$ cat src/rtl/stream_packer.sv
// stream_packer: packs NUM_WORDS consecutive DATA_W input beats into one wide vector.
//   The vector is emitted on a valid/ready output with full throughput.
//   Ports:
//     clk       - clock, rising edge
//     rst       - asynchronous active-low reset
//     in_data   - input beat
//     in_valid  - input beat valid
//     in_ready  - packer can accept a beat
//     in_last   - last beat of a vector (PACK_LAST_CHK_EN only)
//     err       - sticky framing error (PACK_LAST_CHK_EN only)
//     out_data  - packed vector; beat k occupies bits [k*DATA_W +: DATA_W]
//     out_valid - vector valid
//     out_ready - downstream accepts vector
//   Optional feature macro: PACK_LAST_CHK_EN (in_last framing check and err flag).
module stream_packer #(
    parameter int DATA_W    = 8,
    parameter int NUM_WORDS = 4
) (
    input  logic                        clk,
    input  logic                        rst,
    input  logic [DATA_W-1:0]           in_data,
    input  logic                        in_valid,
    output logic                        in_ready,
`ifdef PACK_LAST_CHK_EN
    input  logic                        in_last,
    output logic                        err,
`endif
    output logic [DATA_W*NUM_WORDS-1:0] out_data,
    output logic                        out_valid,
    input  logic                        out_ready
);
    localparam int IW = NUM_WORDS > 1 ? $clog2(NUM_WORDS) : 1;
    localparam logic [IW-1:0] LAST = IW'(NUM_WORDS - 1);
    typedef enum logic {FILL, HOLD} state_t;
    state_t state;
    logic [IW-1:0] idx;
    logic in_fire, out_fire, at_last, close;
    logic [DATA_W*NUM_WORDS-1:0] nxt_data;
    // In HOLD a beat may only enter when the held vector leaves in the same cycle.
    assign in_ready = rst && (state == FILL || out_ready);
    assign in_fire  = in_valid && in_ready;
    assign out_fire = out_valid && out_ready;
    assign at_last  = idx == LAST;
`ifdef PACK_LAST_CHK_EN
    assign close = at_last || in_last;
`else
    assign close = at_last;
`endif
    // Slot idx takes the beat; an early last clears the slots it never reached.
    always_comb begin
        nxt_data = out_data;
        for (int k = 0; k < NUM_WORDS; k++) begin
            if (k == int'(idx))
                nxt_data[k*DATA_W +: DATA_W] = in_data;
`ifdef PACK_LAST_CHK_EN
            else if (in_last && k > int'(idx))
                nxt_data[k*DATA_W +: DATA_W] = '0;
`endif
        end
    end
    // A beat accepted in the same cycle as the output handshake overrides the
    // return to FILL only when it closes a vector by itself.
    always_ff @(posedge clk or negedge rst) begin
        if (!rst) begin
            state     <= FILL;
            idx       <= '0;
            out_data  <= '0;
            out_valid <= 1'b0;
        end else begin
            if (out_fire) begin
                state     <= FILL;
                out_valid <= 1'b0;
            end
            if (in_fire) begin
                out_data <= nxt_data;
                idx      <= close ? '0 : idx + 1'b1;
                if (close) begin
                    state     <= HOLD;
                    out_valid <= 1'b1;
                end
            end
        end
    end
`ifdef PACK_LAST_CHK_EN
    // Early last and missing last are both a mismatch between in_last and the slot count.
    always_ff @(posedge clk or negedge rst) begin
        if (!rst)
            err <= 1'b0;
        else if (in_fire && (in_last != at_last))
            err <= 1'b1;
    end
`endif
endmodule

$ cat config.mk
export PLATFORM = sky130hd
export DESIGN_NAME = stream_packer
export DESIGN_NICKNAME = d
export VERILOG_FILES = /design/src/rtl/stream_packer.sv
export SDC_FILE = /design/constraint.sdc
export NUM_CORES = 1
export LEC_CHECK = 0
export ABC_AREA = 1
export BUFFER_PORTS_ARGS = -buffer_cell sky130_fd_sc_hd__buf_2
export CORE_ASPECT_RATIO = 1.1
export CORE_MARGIN = 3
export CORE_UTILIZATION = 40
export DETAILED_ROUTE_END_ITERATION = 10
export PLACE_DENSITY = 0.74
export SYNTH_ARGS = -nofsm -noshare
export SYNTH_HDL_FRONTEND = slang
export SYNTH_SLANG_ARGS = --single-unit
$ cat constraint.sdc
create_clock -name clk -period 2.7 [get_ports clk]
set_clock_uncertainty 0.05 [all_clocks]
set_input_delay 0.405 -clock clk [delete_from_list [all_inputs] [get_ports clk]]
set_output_delay 0.405 -clock clk [all_outputs]
set_load 0.02 [all_outputs]
# ---- Word-level counts from Yosys, hierarchy flattened
# Index checks and enable logic that the tools add are counted.
dict set report word_totals {
  word_cells 29
  in_bits 12
  ff_bits 36
  output_inout_bits 34
}
dict set report classes {
  eq_ne 4
  n_bitwise 1
  reduce_logical 9
  mux 7
  addsub 1
}
# operator n
set ops {}
lappend ops {{$reduce_and 2->1} 4}
lappend ops {{$mux 1} 6}
lappend ops {{$eq 2x2->1 const A} 2}
lappend ops {{$logic_and 1x1->1} 3}
lappend ops {{$add 2x1->2 const B} 1}
lappend ops {{$eq 1x2->1 const A} 1}
lappend ops {{$eq 2x2->1 const B} 1}
lappend ops {{$logic_not 2->1} 1}
lappend ops {{$mux 2} 1}
lappend ops {{$logic_or 1x1->1} 1}
lappend ops {{$not 1->1} 1}

# ---- Depth between registers and ports, before layout
dict set report logic_depth {
  word_depth 5
  mapped_depth 6
  depth_no_buf 5
}

# ---- Worst setup path before layout
# OpenSTA, ideal clock, no wires.
dict set report synth_path {
  path_type {in2out}
  from {input port out_ready}
  to {output port in_ready}
  slack_ns 1.369
  n_path_buf 1
  cell_stages 3
  t_required_ns 2.245
  t_arrival_ns 0.876
  path_cell_list {inv_1 a21oi_4 buf_6}
}
dict set report synth_between {
  elab_chain_len 2
}
# element line
set synth_lines {}
lappend synth_lines {{start: declaration} 30} ;# input logic out_ready
lappend synth_lines {{$logic_or 1x1->1} 40} ;# assign in_ready = rst && (state == FILL || out_ready);
lappend synth_lines {{$logic_and 1x1->1} 40}
lappend synth_lines {{end: declaration} 23} ;# output logic in_ready,
# No other way between the ends.

# ---- Worst setup path after layout
dict set report layout_path {
  from {register state}
  to {output port in_ready}
}
dict set report layout_between {
  elab_chain_len 3
}
# element line
set layout_lines {}
lappend layout_lines {{start: declaration} 35} ;# state_t state;
lappend layout_lines {{start signal: assignment} 65} ;# state <= FILL;
lappend layout_lines {{start signal: assignment} 71} ;# state <= FILL;
lappend layout_lines {{start signal: assignment} 78} ;# state <= HOLD;
lappend layout_lines {{$not 1->1} 40}
lappend layout_lines {{$logic_or 1x1->1} 40}
lappend layout_lines {{$logic_and 1x1->1} 40}
# No other way between the ends.

==> qor.yml <==
fmax_ghz: 0.537
first_global_vias: 1221
antenna_found_initial: 0
synth.largest_area_cell: "dfrtp_1"
floorplan.die.height_um: 72.2
arrival_ps: 1410
hp-class: "primary input to asynchronous set/reset pin"
postCtsSetupRepairBufs: 0
track_usage: 0.168
cts.clk_slew.worst_paths_ps: 70
final_min_period_over_clock_period: 0.690
tritoncts.num_buffers: 5
yosysWarnings: 0
clock_path_buffers: 2
port-buffer-count: 45
tightestPinTransition_ps: 493
worst-r2r-setup-slack_ps: 1150
via_per_instance_ratio: 4.98
grt_max_degree: 41
setup_slack_ps: 837
postSynthAreaPerCell_um2: 9.42
finalHoldWorstSlack_ps: 160
drc: 0
drv_cap: 0
timing.critical_path.slowest_stage_cell: "a21oi_4"
timing_hold_violations_final: 0
post_synth_and_or_nand_nor_area_fraction: 0.322
die-width_um: 66.1
start_kind: "flip-flop"
finalSetupViolations: 0
final_critical_path_required_period_ps: 1860
synthTopCellsByArea: "dfrtp_1 57%, nand2_1 17%, nand4_1 14%"
cp_slowest_stage_delay_ps: 450
critPathKind: "flip-flop to primary output"
route.detailed.wl_per_inst_um: 14.2
yosysUniqueCellTypes: 14
nets: 229
peakVddDrop_v: 0.000459
final_layout_size_suffix_gt1_frac: 0.272
ys_seq_area_frac: 0.566
initial_utilization: 0.425
cellPowerDensity_nw_per_um2: 1220
utilization_after_layout: 0.512
main_combinational_cell_family_by_area_after_synthesis: "simple AND/OR/NAND/NOR gates"
required_ps: 2250
ant_nets: 0
instances_no_fill: 263
pre_cts_ws_ps: 916
floorplan.die_area_um2: 4770
syn2layout_area_growth_pct: 20.3
status: "completed"
root_buffer: "clkbuf_8"
syn-num-nets: 185
yosysTopAreaCellShare: 0.566
rsz0062_at_grt: "false"
total_wire_length_after_detailed_routing_um: 3730
leakage_nw: 1.07
postSynthRegisterBits: 36
finalMaxSlewViolations: 0
dp.final_hpwl_um: 2580
firstDrtPassIters: 4
gr-total-overflow: 0
route.vias.total: 1309
core_um2: 3740
h-tree-depth: 2
netlist_instances: 169
timing.critical_path.cells: "a21oi_4 > buf_2"
proportion_of_synthesized_area_in_mux_cells: 0
timing.setup.tns_ps: 0
placed_cells_incl_taps: 256
maxSlewHeadroom: 0.671
post_synthesis_share_of_cell_area_spent_on_xor_and_xnor_gates: 0
gpl.final_weighted_congestion: 0.801
antenna-diode-count: 0
post_cts_hold_buffer_count: 0
clock_latency_ps: 280
cts_tree: "built"
ios: 46
post_cts_resized: 0
critical_path_peak_fanout: 20
end_kind: "primary output"
yosys.area_share.adder: 0.0314
synthesis.area_um2: 1590
grt_first_pass_wirelength_um: 6000
drt_iter0_drc: 130
synth_compound_area_frac: 0.0165
cts.sink_count: 36
number_of_rows_in_the_core_area: 23
## cells in the mapped netlist, drive strengths merged
master	instances
nor2	1
inv	5
ha	4
buf	11
nand4	36
a21oi	1
o21ai	2
dfrtp	36
nand3	2
nand2	71
## worst max-delay path, delay by kind of cell, from the launching register on
family / cells / cell delay, ps
AOI/OAI and AO/OA: 1 / 450
DFF: 1 / 420
buffers and inverters: 1 / 260
## cell type report
class                   count  area (um^2)
repair buffers             48          248
clock buffers               7         96.3
fillers                   360         1830
flip-flops and latches     36          901
inverters                   5         18.8
multi-input cells         117          588
well taps                  50         62.6
## power by group
part           switching [mW]  leakage (nW)  internal (mW)  total [mW]
logic                   0.663         0.572          0.327       0.990
registers               0.144         0.453          0.790       0.934
clock network           0.176        0.0503          0.227       0.404
## per-stage QoR
stage | power (mW) | instance area, um^2
4_1_cts | 2.35 | 1910
5_1_grt | 2.50 | 1910
2_1_floorplan | 1.62 | 1590
3_3_place_gp | 1.93 | 1820
3_5_place_dp | 1.94 | 1820
6_report | 2.33 | 1910
## state kept, by name, summed over array words and instances, names as in the netlist
name / flops
idx: 2
out_data: 32
out_valid: 1
state: 1
## worst paths after layout
check / end / start / depth (start not counted)
max in group asynchronous: out_data[5] / rst / 2
min in group clk: out_valid / out_ready / 2
hold reg to reg: out_data[11] / out_data[11] / 2
hold / removal: out_data[17] / rst / 2
setup / recovery: in_ready / state / 2
setup reg to reg: out_data[2] / idx[0] / 5
## cell usage in the layout (no fill, tap or decap)
master and n:
clkbuf_8 7, o21ai_0 2, nor2_1 1, inv_1 4
inv_2 1, nand3_1 2, buf_4 3, ha_1 4
a21oi_4 1, nand4_2 1, nand4_1 35, buf_2 45
nand2_1 71, dfrtp_1 36
## layer usage
| layer | vias up | track usage | part of all wire |
|---|---|---|---|
| met5 | - | 0 | 0 |
| met4 | 0 | 0.0406 | 0.0078 |
| met3 | 4 | 0.0511 | 0.068 |
| met2 | 52 | 0.250 | 0.47 |
| met1 | 595 | 0.239 | 0.45 |
| li1 | 658 | - | - |
## logic make-up (layout without fill, tap and decap cells)
| family | count (synthesis) | count (layout) |
|---|---|---|
| compound gates | 3 | 3 |
| fa+ha+maj | 4 | 4 |
| buf+inv | 16 | 60 |
| flops | 36 | 36 |
| simple gates | 110 | 110 |
(Power assumes the default switching activity.)
